## src/rtl/fd_corner_collector.sv

```systemverilog
// fd_corner_collector: scores FAST9 corners and queues (address, pixel, score)
// records in a show-ahead FIFO that drains over a valid/ready interface.
// Pipeline: excess terms at edge N, score sum at N+1, FIFO push at N+2.
module fd_corner_collector #(
    parameter int DEPTH   = 16,
    parameter int PTR_W   = 4,
    parameter int SCORE_W = 12,
    parameter int DROP_W  = 16
) (
    input  logic               clock,
    input  logic               nReset,
    input  logic               clear,
    input  logic               isCorner,
    input  logic [14:0]        refAddr,
    input  logic [7:0]         refPixel,
    input  logic [127:0]       adjPixel,
    input  logic [7:0]         thres,
    output logic               outValid,
    input  logic               outReady,
    output logic [14:0]        outAddr,
    output logic [7:0]         outPixel,
    output logic [SCORE_W-1:0] outScore,
    output logic [PTR_W:0]     fifoCount,
    output logic               overflow,
    output logic [DROP_W-1:0]  dropCount
);

    localparam int REC_W = 15 + 8 + SCORE_W;
    localparam logic [PTR_W:0]    FULL_COUNT = (PTR_W + 1)'(DEPTH);
    localparam logic [DROP_W-1:0] DROP_MAX   = '1;

    // ---------------- stage 1: per-neighbour excess over threshold ----------
    logic [7:0]  excessComb [16];
    logic        s1Valid;
    logic [14:0] s1Addr;
    logic [7:0]  s1Pixel;
    logic [7:0]  s1Excess [16];

    genvar gi;
    generate
        for (gi = 0; gi < 16; gi++) begin : gExcess
            logic [8:0] diff;
            logic [7:0] absDiff;
            // 9-bit difference so the sign bit is available for the magnitude
            assign diff       = {1'b0, adjPixel[8*gi +: 8]} - {1'b0, refPixel};
            assign absDiff    = diff[8] ? (~diff[7:0] + 8'd1) : diff[7:0];
            assign excessComb[gi] = (absDiff > thres) ? (absDiff - thres) : 8'd0;
        end
    endgenerate

    // Stage-1 register: pixel address is one behind the detector address
    always_ff @(posedge clock or negedge nReset) begin
        if (!nReset) begin
            s1Valid <= 1'b0;
            s1Addr  <= '0;
            s1Pixel <= '0;
            for (int i = 0; i < 16; i++) s1Excess[i] <= '0;
        end else begin
            s1Valid <= isCorner & ~clear;
            s1Addr  <= refAddr - 15'd1;
            s1Pixel <= refPixel;
            for (int i = 0; i < 16; i++) s1Excess[i] <= excessComb[i];
        end
    end

    // ---------------- stage 2: score = sum of excess terms ------------------
    logic [SCORE_W-1:0] scoreSum;
    logic               s2Valid;
    logic [REC_W-1:0]   s2Rec;

    // Adder tree over the sixteen excess terms; 16*255 fits in SCORE_W bits
    always_comb begin
        scoreSum = '0;
        for (int i = 0; i < 16; i++) scoreSum = scoreSum + SCORE_W'(s1Excess[i]);
    end

    // Stage-2 register holds a complete record ready for the FIFO
    always_ff @(posedge clock or negedge nReset) begin
        if (!nReset) begin
            s2Valid <= 1'b0;
            s2Rec   <= '0;
        end else begin
            s2Valid <= s1Valid & ~clear;
            s2Rec   <= {s1Addr, s1Pixel, scoreSum};
        end
    end

    // ---------------- show-ahead FIFO ---------------------------------------
    logic [REC_W-1:0] mem [DEPTH];
    logic [PTR_W-1:0] wrPtr, rdPtr, wrPtrNext, rdPtrNext;
    logic [PTR_W:0]   countNext;
    logic [REC_W-1:0] headReg, headNext;
    logic             full, doPush, doPop, doDrop, emptyAfterPop;
    logic             overflowNext;
    logic [DROP_W-1:0] dropNext;

    // Push/pop arbitration; a pop on a full FIFO frees the slot for the push
    always_comb begin
        full          = (fifoCount == FULL_COUNT);
        doPop         = outValid & outReady & ~clear;
        doPush        = s2Valid & ~clear & (~full | doPop);
        doDrop        = s2Valid & ~clear & full & ~doPop;
        emptyAfterPop = (fifoCount == '0) || ((fifoCount == (PTR_W + 1)'(1)) && doPop);
        wrPtrNext     = wrPtr + PTR_W'(doPush);
        rdPtrNext     = rdPtr + PTR_W'(doPop);
        countNext     = fifoCount + (PTR_W + 1)'(doPush) - (PTR_W + 1)'(doPop);
        overflowNext  = overflow | doDrop;
        dropNext      = (doDrop && dropCount != DROP_MAX) ? dropCount + 1'b1 : dropCount;
        if (clear) begin
            wrPtrNext    = '0;
            rdPtrNext    = '0;
            countNext    = '0;
            overflowNext = 1'b0;
            dropNext     = '0;
        end
        // Next head: hold when empty, bypass the incoming record when it lands
        // in an otherwise empty FIFO, else read the entry at the new read pointer
        headNext = headReg;
        if (countNext != '0) begin
            if (doPush && emptyAfterPop) headNext = s2Rec;
            else                         headNext = mem[rdPtrNext];
        end
    end

    // Record storage; no reset so it maps onto plain RAM
    always_ff @(posedge clock) begin
        if (doPush) mem[wrPtr] <= s2Rec;
    end

    // FIFO control, head register and drop statistics
    always_ff @(posedge clock or negedge nReset) begin
        if (!nReset) begin
            wrPtr     <= '0;
            rdPtr     <= '0;
            fifoCount <= '0;
            outValid  <= 1'b0;
            headReg   <= '0;
            overflow  <= 1'b0;
            dropCount <= '0;
        end else begin
            wrPtr     <= wrPtrNext;
            rdPtr     <= rdPtrNext;
            fifoCount <= countNext;
            outValid  <= (countNext != '0);
            headReg   <= headNext;
            overflow  <= overflowNext;
            dropCount <= dropNext;
        end
    end

    assign outAddr  = headReg[REC_W-1 -: 15];
    assign outPixel = headReg[SCORE_W +: 8];
    assign outScore = headReg[SCORE_W-1:0];

endmodule

```

## config.mk

```make
export PLATFORM = sky130hd
export DESIGN_NAME = fd_corner_collector
export DESIGN_NICKNAME = d
export VERILOG_FILES = /design/src/rtl/fd_corner_collector.sv
export SDC_FILE = /design/constraint.sdc
export NUM_CORES = 2
export LEC_CHECK = 0
export CORE_MARGIN = 2
export CORE_UTILIZATION = 60
export CTS_BUF_LIST = sky130_fd_sc_hd__clkbuf_16
export DETAILED_ROUTE_END_ITERATION = 6
export PLACE_DENSITY = 0.81
export SETUP_SLACK_MARGIN = 0.3
export SLEW_MARGIN = 10
export SYNTH_ARGS = -nofsm -noshare
export SYNTH_HDL_FRONTEND = slang
export SYNTH_SLANG_ARGS = --single-unit
```

## constraint.sdc

```tcl
create_clock -name clock -period 6.34 [get_ports clock]
set_clock_uncertainty 0.05 [all_clocks]
set_input_delay 0.951 -clock clock [delete_from_list [all_inputs] [get_ports clock]]
set_output_delay 0.951 -clock clock [all_outputs]
set_load 0.02 [all_outputs]
```

==> out/qor_table.md <==
| Group | Result | Value |
|:---|:---|:---|
| clock tree | Number of sinks on the clock net | 814 |
| global routing | Initial antenna violation count | 0 |
| clock tree | Root Buffer Master | clkbuf_16 |
| global routing | Wire length of the first global-routing pass | 172100 um |
| clock tree | Hold buffers post-CTS | 0 |
| timing | Shortest clock period the worst path allows after layout | 5551 ps |
| synthesis | Post-synth ARST share | 0.3120 |
| layout | Total non-filler cell area in the finished layout | 51160 sq um |
| power and ir drop | Pwr/cell area | 570.9 nW/um^2 |
| global routing | Largest net degree at the start of global routing | 160 |
| floorplan | Die Wd | 277.0 um |
| drt | Number of nets with antenna violations after detailed routing | 0 |
| timing | Hold Vio Cnt, Final | 0 |
| worst setup path | Launch point of the critical path | s1Excess[98] |
| timing | Sum Neg Setup Slack | 0 ps |
| drt | Iteration-0 DRC Markers | 2982 |
| timing | Peak Freq | 0.1801 GHz |
| layout | Number of nets in the finished design | 4460 |
| layout | Antenna cells | 0 |
| worst setup path | Critical path data arrival time | 6050 ps |
| placement | Count of input and output buffers | 221 |
| clock tree | Setup Buffers After CTS | 0 |
| power and ir drop | Cell leakage power | 19.74 nW |
| clock tree | Clock tree from TritonCTS | yes |
| worst setup path | Slowest cell delay on critical path | 560 ps |
| run status | Outcome | complete, no violations |
| drt | Detailed-route wire length | 111100 um |
| layout | Count of fill cells added during filler insertion | 4963 |
| timing | Unrepaired setup endpoints after global routing | false |
| worst setup path | Cells along the critical path | fa_1, inv_1, fa_1, inv_1, fa_1, inv_1, fa_1, fa_1, fa_1, inv_1, ha_1, fa_1, a21o_1, a21oi_1, nor2b_1, o21a_1, o41ai_1, xnor2_1 |
| timing | Least-Margin Pin Slew | 1162 ps |
| timing | Final critical-path setup slack | 788.6 ps |
| synthesis | Unique masters post-synth | 65 |
| worst setup path | CP endpoint | s2Rec[10] |
| synthesis | Mapped cell area | 44710 sq um |
| floorplan | Die ar. | 76710 sq um |
| job | Maximum Capacitance Violations | 0 |
| global routing | Number of global-route vias before repair | 30820 |
| worst setup path | Classification of the worst setup path | reg2reg |
| floorplan | Effective utilization at floorplan | 0.6036 |
| timing | Final setup vio count | 0 |
| worst setup path | Worst reg2reg path endpoint | s2Rec[10] |
| worst setup path | Crit path capture type | flip-flop |
| floorplan | Row count | 100 |
| global routing | Remaining global-route overflow | 0 |
| synthesis | Flip-flop and latch count after synthesis | 814 |
| synthesis | Sequential-to-total area share from yosys stat | 0.5183 |
| layout | Register area | 23170 sq um |
| synthesis | Post-Syn Nets | 4180 |
| worst setup path | Crit path required time | 6840 ps |
| hold path | Min-Delay Path Class | in2async |
| timing | Total count of max-transition violations in the final report | 0 |
| drt | Post-detailed-route via-to-cell ratio | 6.223 |
| synthesis | Number of standard cells after synthesis | 3570 |
| placement | Placed Instance Area | 48480 sq um |
| clock tree | Clock-pin transition on the worst setup and hold timing paths | 60 ps |
| clock tree | CTS H-Tree Depth | 3 |
| worst setup path | Critical path launch point type | flip-flop |
| synthesis | Post-synth EDFFs | 560 |
| clock tree | Max Root-Sink Buffers | 3 |
| clock tree | CTS resizes | 0 |
| layout | Area grow syn2layout | 14.44% |
| layout | Area of the multi-input gates | 20110 sq um |
| floorplan | Number of top-level pins | 222 |
| clock tree | Inserted Clock Buffers | 78 |
| synthesis | Average instance area after synthesis | 12.52 sq um |
| worst setup path | Start of the worst register-to-register path | s1Excess[98] |
| placement | Routability-driven placement congestion ratio | 0.9066 |
| worst setup path | Worst reg2reg setup slack | 790 ps |
| power and ir drop | Worst VDD drop | 2393 uV |
| synthesis | Most instantiated flip-flop cell in the synthesis netlist | edfxtp_1 |
| timing | Ratio of final minimum period to clock period | 0.8756 |
| drt | Number of vias in the routed layout | 30400 |
| worst setup path | Critical-path top delay cell | fa_1 |
| power and ir drop | Overall power | 29.21 mW |
| drt | Wire length per cell after detailed routing | 22.75 um |
| worst setup path | CP dominant cell by count | fa_1 |
| worst setup path | Maximum net fanout on the critical path | 2 |
| clock tree | Clk_lat worst skew | 630 ps |
| global routing | Overall routing resource usage | 0.2904 |
| placement | Final HPWL from detailed placement | 71040 um |
| drt | DRC violations left | 0 |
| synthesis | Synthesis warning total | 0 |
| floorplan | Die extent in y | 277.0 um |
| layout | Ratio of cells with drive above 1 in the final layout | 0.08095 |
| worst setup path | R2r worst-path depth | 18 |
| placement | Worst slack at placement | 771.6 ps |
| drt | Drt pass-1 iters | 6 |
| floorplan | Placeable core region | 74070 sq um |
| timing | Worst slew margin relative to its limit | 0.2237 |
[cell families after synthesis]
kind of cell | synth area share
AOI/OAI and AO/OA | 0.1210
xor gates and xnor gates | 0.05250
adders and majority gates | 0.1485
buffers and inverters | 0.03501
DFF | 0.5183
muxes | 0.04024
and+or+nand+nor | 0.08449
[metal layers]
layer,routed length [um],track usage,vias up,share of wire
met5,0,0,-,0
met4,3947,0.1098,0,0.036
met3,8039,0.03797,257,0.072
met2,56530,0.5099,1433,0.51
met1,42620,0.3692,14900,0.38
li1,-,-,13810,-
[how the worst min path moves through the flow]
stage,startpoint,end,slack (ps),cells past startpoint
after floorplan,s1Pixel[0],s2Rec[12],280,0
after global placement,s1Addr[9],s2Rec[29],280,0
after detailed placement,s1Pixel[6],s2Rec[18],290,0
after CTS,s1Addr[1],s2Rec[21],290,0
after global routing,s1Addr[1],s2Rec[21],290,0
final,nReset,headReg[28],250,1
[cells in the final DEF (no fill, tap or decap), types with 12 or more instances in the layout]
| cell type | Yosys | final |
|---|---|---|
| o21ai_0 | 98 | 98 |
| nor2_1 | 361 | 351 |
| fa_1 | 141 | 141 |
| dfrtp_1 | 254 | 254 |
| nand2b_1 | 44 | 44 |
| o31ai_1 | 34 | 34 |
| mux2_2 | 16 | 16 |
| nand3_1 | 26 | 26 |
| clkinv_1 | 1 | 18 |
| and3_1 | 17 | 17 |
| ha_1 | 305 | 305 |
| a21o_1 | 26 | 26 |
| o21bai_1 | 23 | 23 |
| edfxtp_1 | 560 | 560 |
| xnor2_1 | 198 | 198 |
| a21oi_1 | 169 | 169 |
| inv_1 | 304 | 319 |
| nor4_1 | 15 | 12 |
| nand4_1 | 29 | 29 |
| nand2_1 | 43 | 43 |
| a22oi_1 | 35 | 35 |
| a211oi_1 | 69 | 69 |
| buf_4 | 9 | 61 |
| or2_2 | 18 | 18 |
| o31a_1 | 13 | 13 |
| o221ai_1 | 144 | 144 |
| clkbuf_16 | 0 | 79 |
| nor3_1 | 78 | 75 |
| o21a_1 | 50 | 50 |
| xor2_1 | 70 | 70 |
| clkdlybuf4s50_1 | 0 | 220 |
| mux4_2 | 70 | 70 |
| nor2b_1 | 74 | 74 |
| a31oi_1 | 68 | 68 |
| or3_1 | 17 | 17 |
| and2_1 | 13 | 13 |
| nor3b_1 | 16 | 16 |
[worst max-delay path, delay by kind of cell, from the launching register on]
family,cells,cell delay [ps]
simple gates,1,70
buf+inv,4,210
xor+xnor,1,160
fa+ha+maj,8,3710
flops,1,400
compound gates,4,870
[flip-flops by register name, indices dropped and copies added (netlist names)]
name,flops
headReg,35
fifoCount,5
s1Excess,128
rdPtr,4
s2Valid,1
s1Pixel,8
s1Valid,1
dropCount,16
s2Rec,35
wrPtr,4
mem,560
s1Addr,15
overflow,1
outValid,1
[layout make-up]
type,count,area share
Clock buffer,79,0.03864
Clock inverter,67,0.01379
Inverter,306,0.02250
Multi-Input combinational cell,2360,0.3930
Sequential cell,814,0.4529
Tap cell,969,0.02370
Timing Repair Buffer,290,0.05542
[where the power goes]
| group | leakage [nW] | switching (mW) | internal (mW) |
|---|---|---|---|
| combinational | 10.1 | 9.91 | 7.44 |
| clock | 1.36 | 2.07 | 2.76 |
| sequential | 8.27 | 0.474 | 6.55 |
| total | 19.7 | 12.5 | 16.8 |
[metrics by stage]
step | util | instances | hold WS (ps)
floorplan | - | 3570 | 281.2
global placement | 0.6545 | 4739 | 283.5
detailed placement | 0.6545 | 4739 | 285.6
CTS | 0.6907 | 4885 | 287.6
global route | 0.6907 | 4885 | 288.4
finish | 0.6907 | 4885 | 247.9
[cells in the mapped netlist (all sizes together), types with 74 or more instances]
library cell | number | area, sq um
o221ai | 144 | 1261
nor2 | 362 | 1361
a21oi | 169 | 845.8
xnor2 | 198 | 1734
nor2b | 74 | 462.9
dfrtp | 254 | 6356
inv | 305 | 1145
nor3 | 80 | 416.7
o21ai | 98 | 490.5
edfxtp | 560 | 16820
fa | 141 | 2823
ha | 305 | 3816
(Power assumes the default switching activity.)
